$ cat config.mk
export PLATFORM = sky130hd
export DESIGN_NAME = axis_pkt_rr_arbiter
export DESIGN_NICKNAME = d
export VERILOG_FILES = /design/src/rtl/axis_arb_pkg.sv /design/src/rtl/rr_pick.sv /design/src/rtl/axis_pkt_rr_arbiter.sv
export SDC_FILE = /design/constraint.sdc
export NUM_CORES = 1
export LEC_CHECK = 0
export CORE_AREA = 3 3 81 83
export CTS_CLUSTER_DIAMETER = 40
export DETAILED_ROUTE_END_ITERATION = 12
export DIE_AREA = 0 0 84 86
export GPL_TIMING_DRIVEN = 0
export HOLD_SLACK_MARGIN = 0.06
export PLACE_DENSITY = 0.85
export SLEW_MARGIN = 20
export SYNTH_ARGS = -nofsm -noshare
export SYNTH_HDL_FRONTEND = slang
export SYNTH_SLANG_ARGS = --single-unit
$ cat constraint.sdc
create_clock -name clk -period 4 [get_ports clk]
set_clock_uncertainty 0.1 [all_clocks]
set_input_delay 0.8 -clock clk [delete_from_list [all_inputs] [get_ports clk]]
set_output_delay 0.8 -clock clk [all_outputs]
set_load 0.1 [all_outputs]
$ cat src/rtl/axis_arb_pkg.sv
// Shared types and helpers for the packet-granular AXI-Stream round-robin arbiter.
// Holds the FSM encoding and a reference round-robin pick function.
package axis_arb_pkg;

  typedef enum logic {ARB_IDLE, ARB_LOCKED} arb_state_t;

  localparam int ARB_MAX_PORTS = 32;

  // First requester at or after ptr, searching upward with wrap; -1 when no request.
  function automatic int rr_next(input logic [ARB_MAX_PORTS-1:0] req, input int ptr, input int n);
    int j;
    rr_next = -1;
    for (int k = n - 1; k >= 0; k--) begin
      j = (ptr + k) % n;
      if (req[j]) rr_next = j;
    end
  endfunction

endpackage

$ cat src/rtl/rr_pick.sv
// Combinational round-robin selector: lowest request at or above ptr, else lowest overall.
// Zero latency; no flow control of its own.
module rr_pick #(
  parameter  int N = 4,
  localparam int W = $clog2(N)
) (
  input  logic [N-1:0] req_i,
  input  logic [W-1:0] ptr_i,
  output logic [W-1:0] idx_o,
  output logic         found_o
);

  logic [2*N-1:0] dbl;
  int             pos;

  // Upper half is the unmasked request vector, so the lowest set bit of the
  // double-width word implements the wrap-around search.
  always_comb begin
    for (int i = 0; i < N; i++) begin
      dbl[i]     = req_i[i] && (i >= int'(ptr_i));
      dbl[N + i] = req_i[i];
    end
    pos = 0;
    for (int i = 2 * N - 1; i >= 0; i--) begin
      if (dbl[i]) pos = i;
    end
    found_o = |req_i;
    idx_o   = (pos >= N) ? W'(pos - N) : W'(pos);
  end

endmodule

$ cat src/rtl/axis_pkt_rr_arbiter.sv
// Packet-granular round-robin AXIS arbiter: 1-cycle arbitration, then zero-latency forwarding until tlast.
// Backpressure: downstream tready is steered only to the granted source; all others see tready=0.
module axis_pkt_rr_arbiter
  import axis_arb_pkg::*;
#(
  parameter  int NUM_PORTS   = 4,
  parameter  int WIDTH_TDATA = 32,
  parameter  int WIDTH_TUSER = 1,
  parameter  int WIDTH_TID   = 1,
  parameter  int WIDTH_TKEEP = 4,
  localparam int WIDTH_SEL   = $clog2(NUM_PORTS)
) (
  input  logic                             clk,
  input  logic                             rst_n,
  input  logic [NUM_PORTS-1:0]             axis_m_tvalid,
  input  logic [NUM_PORTS*WIDTH_TDATA-1:0] axis_m_tdata,
  input  logic [NUM_PORTS*WIDTH_TUSER-1:0] axis_m_tuser,
  input  logic [NUM_PORTS*WIDTH_TID-1:0]   axis_m_tid,
  input  logic [NUM_PORTS*WIDTH_TKEEP-1:0] axis_m_tkeep,
  input  logic [NUM_PORTS-1:0]             axis_m_tlast,
  output logic [NUM_PORTS-1:0]             axis_m_tready,
  output logic                             axis_s_tvalid,
  output logic [WIDTH_TDATA-1:0]           axis_s_tdata,
  output logic [WIDTH_TUSER-1:0]           axis_s_tuser,
  output logic [WIDTH_TID-1:0]             axis_s_tid,
  output logic [WIDTH_TKEEP-1:0]           axis_s_tkeep,
  output logic                             axis_s_tlast,
  output logic [WIDTH_SEL-1:0]             axis_s_tsel,
  input  logic                             axis_s_tready,
  output logic                             busy
);

  arb_state_t           state_q, state_d;
  logic [WIDTH_SEL-1:0] grant_q, grant_d;
  logic [WIDTH_SEL-1:0] rr_ptr_q, rr_ptr_d;
  logic [WIDTH_SEL-1:0] pick_idx;
  logic                 pick_found;
  logic                 locked;
  logic                 last_hs;

  rr_pick #(.N(NUM_PORTS)) u_pick (
    .req_i   (axis_m_tvalid),
    .ptr_i   (rr_ptr_q),
    .idx_o   (pick_idx),
    .found_o (pick_found)
  );

  assign locked = (state_q == ARB_LOCKED);
  assign busy   = locked;

  // Data fields follow the grant register in both states; only valid is gated by state.
  assign axis_s_tvalid = locked && axis_m_tvalid[grant_q];
  assign axis_s_tdata  = axis_m_tdata[grant_q*WIDTH_TDATA +: WIDTH_TDATA];
  assign axis_s_tuser  = axis_m_tuser[grant_q*WIDTH_TUSER +: WIDTH_TUSER];
  assign axis_s_tid    = axis_m_tid[grant_q*WIDTH_TID +: WIDTH_TID];
  assign axis_s_tkeep  = axis_m_tkeep[grant_q*WIDTH_TKEEP +: WIDTH_TKEEP];
  assign axis_s_tlast  = axis_m_tlast[grant_q];
  assign axis_s_tsel   = grant_q;

  assign last_hs = axis_s_tvalid && axis_s_tready && axis_s_tlast;

  always_comb begin
    axis_m_tready = '0;
    if (locked) axis_m_tready[grant_q] = axis_s_tready;
  end

  always_comb begin
    state_d  = state_q;
    grant_d  = grant_q;
    rr_ptr_d = rr_ptr_q;
    case (state_q)
      ARB_IDLE: begin
        if (pick_found) begin
          grant_d = pick_idx;
          state_d = ARB_LOCKED;
        end
      end
      ARB_LOCKED: begin
        if (last_hs) begin
          state_d  = ARB_IDLE;
          rr_ptr_d = (grant_q == WIDTH_SEL'(NUM_PORTS - 1)) ? '0 : grant_q + 1'b1;
        end
      end
      default: state_d = ARB_IDLE;
    endcase
  end

  always_ff @(posedge clk or negedge rst_n) begin
    if (!rst_n) begin
      state_q  <= ARB_IDLE;
      grant_q  <= '0;
      rr_ptr_q <= '0;
    end else begin
      state_q  <= state_d;
      grant_q  <= grant_d;
      rr_ptr_q <= rr_ptr_d;
    end
  end

endmodule

Yosys cells after proc, flatten, opt, wreduce, memory -nomap -nowiden
Cells that the tools add are included.
W data, S select, Z words.
{"block": "op_classes", "n_shift": 4, "eq_ne": 1, "n_bitwise": 2, "muxes": 19, "addsub": 2, "order_cmp": 6, "reduce_logical": 10}
{"operator": "$shiftx A128 B8 Y32", "count": 1}
{"operator": "$mux W3", "count": 7}
{"operator": "$shiftx A16 B5 Y4", "count": 1}
{"operator": "$shiftx A4 B3 Y1", "count": 2}
{"operator": "$logic_and A1 B1 Y1", "count": 7}
{"operator": "$mux W1", "count": 5}
{"operator": "$and A4 B4 Y4", "count": 1}
{"operator": "$bmux W1 S2", "count": 2}
{"operator": "$ge A1 B2 Y1 const A", "count": 2}
{"operator": "$mux W2", "count": 2}
{"operator": "$mux W4", "count": 1}
{"operator": "$reduce_and A2 Y1", "count": 2}
{"operator": "$reduce_or A4 Y1", "count": 1}
{"operator": "$ge A3 B3 Y1 const B", "count": 1}
{"operator": "$lt A2 B3 Y1 const B", "count": 1}
{"operator": "$add A2 B1 Y2 const B", "count": 1}
{"operator": "$demux W1 S2", "count": 1}
{"operator": "$eq A2 B2 Y1 const B", "count": 1}
{"operator": "$ge A2 B1 Y1 const B", "count": 1}
{"operator": "$ge A2 B2 Y1 const A", "count": 1}
{"operator": "$pmux W1 S2", "count": 1}
{"operator": "$sub A2 B1 Y2 const B", "count": 1}
{"operator": "$not A1 Y1", "count": 1}
{"block": "word_totals", "inputBits": 163, "elab_cells": 47, "out_inout_bits": 47, "register_bits": 5}

Longest topological paths before layout
{"block": "logic_depth", "word_depth": 9, "depth_mapped": 5, "mapped_depth_nobuf": 4}

By module
From an unflattened synthesis, not the netlist that was laid out.
{"block": "hier_totals", "cells_unflattened": 93, "hier_area_um2": 1336.3}
{"module": "axis_pkt_rr_arbiter", "instances": 1, "area_each_um2": 1258.7, "cells_each": 81, "seq_area_each_um2": 125.1}
{"module": "rr_pick", "instances": 1, "area_each_um2": 77.6, "cells_each": 12, "seq_area_each_um2": 0.0}

Least setup slack after synthesis
No wires, ideal clock.
{"block": "synth_path", "path_kind": "register to output", "startpoint": "reg grant_q[1], in the netlist axis_s_tsel[1]", "endpoint": "out axis_m_tready[1]", "t_arrival_ns": 2.343, "required_time_ns": 3.100, "path_slack_ns": 0.757, "path_buffers": 2, "stages_incl_launch_ff": 6, "cell_sequence": "dfrtp_1 > buf_2 > buf_2 > inv_1 > ha_1 > and3_1"}
{"block": "synth_via", "elab_chain_cells": 6, "elab_cells_between_ends": 7, "classes_between": "order compare: 2; mux: 3; bitwise: 1; reduce/logical: 1"}
{"item": "start: declaration", "line": "axis_pkt_rr_arbiter.sv:34", "rtl": "logic [WIDTH_SEL-1:0] grant_q, grant_d;"}
{"item": "start signal: assignment", "line": "axis_pkt_rr_arbiter.sv:95", "rtl": "grant_q <= grant_d;"}
{"item": "$lt A2 B3 Y1 (not written as such) or $ge A2 B1 Y1 (tied branches)", "line": "axis_pkt_rr_arbiter.sv:64", "rtl": "if (locked) axis_m_tready[grant_q] = axis_s_tready;"}
{"item": "$logic_and A1 B1 Y1 (not written as such)", "line": "axis_pkt_rr_arbiter.sv:64"}
{"item": "$mux W1 (not written as such)", "line": "axis_pkt_rr_arbiter.sv:64"}
{"item": "$demux W1 S2 (*)", "line": "axis_pkt_rr_arbiter.sv:64"}
{"item": "$and A4 B4 Y4 (no source line) (*)"}
{"item": "$mux W4 (*)", "line": "axis_pkt_rr_arbiter.sv:64"}
{"item": "end: declaration", "line": "axis_pkt_rr_arbiter.sv:21", "rtl": "output logic [NUM_PORTS-1:0] axis_m_tready,"}
Mark *: on every way between the ends. The rest lies on a longest branch, timed or not.

Worst setup path after layout
{"block": "layout_path", "startpoint": "in axis_m_tvalid[1]", "endpoint": "out axis_s_tvalid"}
{"block": "layout_via", "elab_chain_cells": 3}
{"item": "start: declaration", "line": "axis_pkt_rr_arbiter.sv:15", "rtl": "input logic [NUM_PORTS-1:0] axis_m_tvalid,"}
{"item": "$bmux W1 S2", "line": "axis_pkt_rr_arbiter.sv:52", "rtl": "assign axis_s_tvalid = locked && axis_m_tvalid[grant_q];"}
{"item": "$mux W1 (not written as such)", "line": "axis_pkt_rr_arbiter.sv:52"}
{"item": "$logic_and A1 B1 Y1", "line": "axis_pkt_rr_arbiter.sv:52"}
{"item": "end: declaration", "line": "axis_pkt_rr_arbiter.sv:22", "rtl": "output logic axis_s_tvalid,"}
No other way between the ends. The select of a mux whose other input is x is not followed.

==> summary.md <==
| Metric | Value |
|---|---|
| Initial antenna violation count | 0 |
| Worst-Margin Slew | 1.03 ns |
| Outcome | finished clean |
| Share of the synthesized area in the top cell type | 68.7% |
| Full die area | 7220 µm² |
| # Post-CTS Setup Buffers | 0 |
| Drt drc | 0 |
| Setup TNS | 0 ns |
| Num rows | 28 |
| Post-synthesis xor/xnor area fraction | 0% |
| Setup violators final | 0 |
| Hold crit path type | register to register |
| P_leak | 1.29 nW |
| Final hold slack | 0.473 ns |
| Die span in x | 84 µm |
| DR WL/cell | 21.7 µm |
| CP Capture Type | output pin |
| First-pass GRT wire length | 11900 µm |
| CTS Buffer Depth | 2 |
| Main combinational cell family by area after synthesis | multiplexers |
| Max-slew headroom at the worst pin | 31.1% |
| Met1 Track Usage GR | 24.3% |
| H-tree levels | 1 |
| Synth Register Bits | 5 |
| Req. time, crit path | 3.10 ns |
| Area contributors post-synth | mux4_2 (69%), dfrtp_1 (9.5%), ha_1 (3.8%), buf_2 (2.3%), and3_1 (1.9%) |
| Total grt overflow | 0 |
| Total power | 0.00300 W |
| Final wirelength | 8150 µm |
| Port bufs | 209 |
| Endpoints failing hold | 0 |
| Sequential fraction of the synthesis area | 9.54% |
| Maximum vdd drop | 0.518 mV |
| Footprint of the multi-input gates | 1120 µm² |
| Grt met3 use | 6.15% |
| Count of pins over their slew limit | 0 |
| Worst r2r path cells | 5 |
| Overall global routing resource usage | 21.5% |
| CP Class | primary input to output pin |
| DR vias/cell | 4.88 |
| CTS tree | yes |
| GR Layer Usage met2 | 40.2% |
| Fraction of final layout cells sized beyond drive strength 1 | 17.3% |
| Syn nets | 254 |
| Place WS | 0.170 ns |
| Post-Syn Area | 1310 µm² |
| CTS Buf Count | 3 |
| Fmax | 0.261 GHz |
| CTS sink count | 5 |
| Hpwl dp | 7170 µm |
| MaxCap Viol Count | 0 |
| Fillers | 514 |
| Seq. cell area | 125 µm² |
| Largest net degree at the start of global routing | 11 |
| Synthesis-to-finish area growth | 170% |
| Post-synthesis simple-gate area fraction | 5.44% |
| CP arrival | 2.93 ns |
| Synth Area per Inst | 15.1 µm² |
| Die Y | 86 µm |
| Post-synthesis mux area share | 70.4% |
| Largest area contributor in the netlist | mux4_2 |
| Hold_buf cts | 0 |
| PostCTS Resize Cnt | 0 |
| CP Max Fanout | 5 |
| Cells after Synth | 87 |
| Final ANT Viol Nets | 0 |
| Synth warn | 0 |
| Fin nets | 468 |
| Initial core utilization | 22.1% |
| RSZ-0062 raised after global routing | false |
| CP Launch Type | primary input |
| Drt initial violations | 55 |
| Number of global-route vias before repair | 2090 |
| Netlist cell types | 21 |
| Clk_lat worst skew | 0.22 ns |
| Power Density | 848 nW/µm² |
| Synth Area in Adders | 3.82% |
| Core Box Area | 5920 µm² |
| DRT Pass-1 Iters | 4 |
| Hold path cells | 1 |
| Setup slack after layout | 0.168 ns |
| Root Buffer | clkbuf_8 |
| Clk slew on worst S/H paths | 0.03 ns |
| Crit path time final | 3.83 ns |
| Vias | 1830 |
| Post-synthesis compound-gate area fraction | 5.63% |
| Number of I/O pins | 210 |
| Final Cycle Share | 95.8% |
| Final Core Density | 59.8% |
| ANT cells | 0 |
| Gpl congestion | 0.865 |
| Gr busiest metal | met2 |
## layout make-up
| type | count | area share, % |
|---|---|---|
| clock buffers | 4 | 1.27 |
| inverters | 5 | 0.530 |
| plain buffers | 9 | 1.38 |
| well taps | 75 | 2.65 |
| multi-input cells | 68 | 31.6 |
| repair buffers | 209 | 59.1 |
| flip-flops and latches | 5 | 3.53 |
## metal layers
metal / wire (µm) / vias up / share of wire [%]
li1: - / 819 / -
met1: 2950 / 901 / 36
met2: 4450 / 98 / 55
met3: 624 / 12 / 7.7
met4: 128 / 0 / 1.6
met5: 0 / - / 0
## cells in the final DEF (no fill, tap or decap)
cell type        count
a211o_1              2
a21boi_0             1
a21o_1               2
a31oi_1              1
and2_1               1
and2_4               1
and3_1               4
buf_2                6
buf_6                1
clkbuf_1             3
clkbuf_8             3
clkdlybuf4s50_1    209
dfrtp_1              5
ha_1                 4
inv_1                5
mux2_1               2
mux4_2              40
nand2_1              1
nand3_2              1
nor2_1               3
nor2b_1              1
o21ai_0              2
o221ai_1             2
## stage by stage
stage | std cells | area [µm²]
final | 375 | 3540
after global routing | 375 | 3540
after CTS | 375 | 3540
after detailed placement | 371 | 3500
after global placement | 371 | 3500
after floorplan | 87 | 1310
## cell families after synthesis
logic type / after synthesis
simple gates: 12
compound gates: 10
mux: 42
fa+ha+maj: 4
flops: 5
buf+inv: 14
## worst max-delay path, stage by stage
cell             delay, ns
clkdlybuf4s50_1       0.50
mux4_2                0.49
and2_1                0.17
clkdlybuf4s50_1       0.97
## synthesized netlist by cell type
cell	count
o221ai_1	2
ha_1	4
nand2_1	1
buf_6	1
a211o_1	2
nor2b_1	1
a21boi_0	1
a31oi_1	1
inv_1	5
and2_1	1
mux2_1	2
o21ai_0	2
dfrtp_1	5
and2_4	1
clkbuf_1	2
nor2_1	3
and3_1	4
mux4_2	40
buf_2	6
a21o_1	2
nand3_2	1
## flip-flops by register name, summed over array words and instances, names as in the netlist
register     count
rr_ptr_q         2
axis_s_tsel      2
busy             1
## report_power, final
part | leakage [nW] | switching, W | internal (W)
clock | 0.0228 | 0.0000247 | 0.0000684
combinational | 1.21 | 0.00195 | 0.000841
sequential | 0.0593 | 0.0000412 | 0.0000738
## final timing paths
path / from / endpoint / slack, ns
max: axis_m_tvalid[1] / axis_s_tvalid / 0.17
min: rr_ptr_q[0]$_DFFE_PN0P_ / rr_ptr_q[0]$_DFFE_PN0P_ / 0.47
max reg2reg: axis_s_tsel[1]$_DFFE_PN0P_ / rr_ptr_q[1]$_DFFE_PN0P_ / 1.92
min reg2reg: rr_ptr_q[0]$_DFFE_PN0P_ / rr_ptr_q[0]$_DFFE_PN0P_ / 0.47
max in group asynchronous: rst_n / axis_s_tsel[0]$_DFFE_PN0P_ / 2.91
min in group asynchronous: rst_n / busy$_DFF_PN0_ / 0.70
No activity file was read; power rests on OpenSTA's default activity.
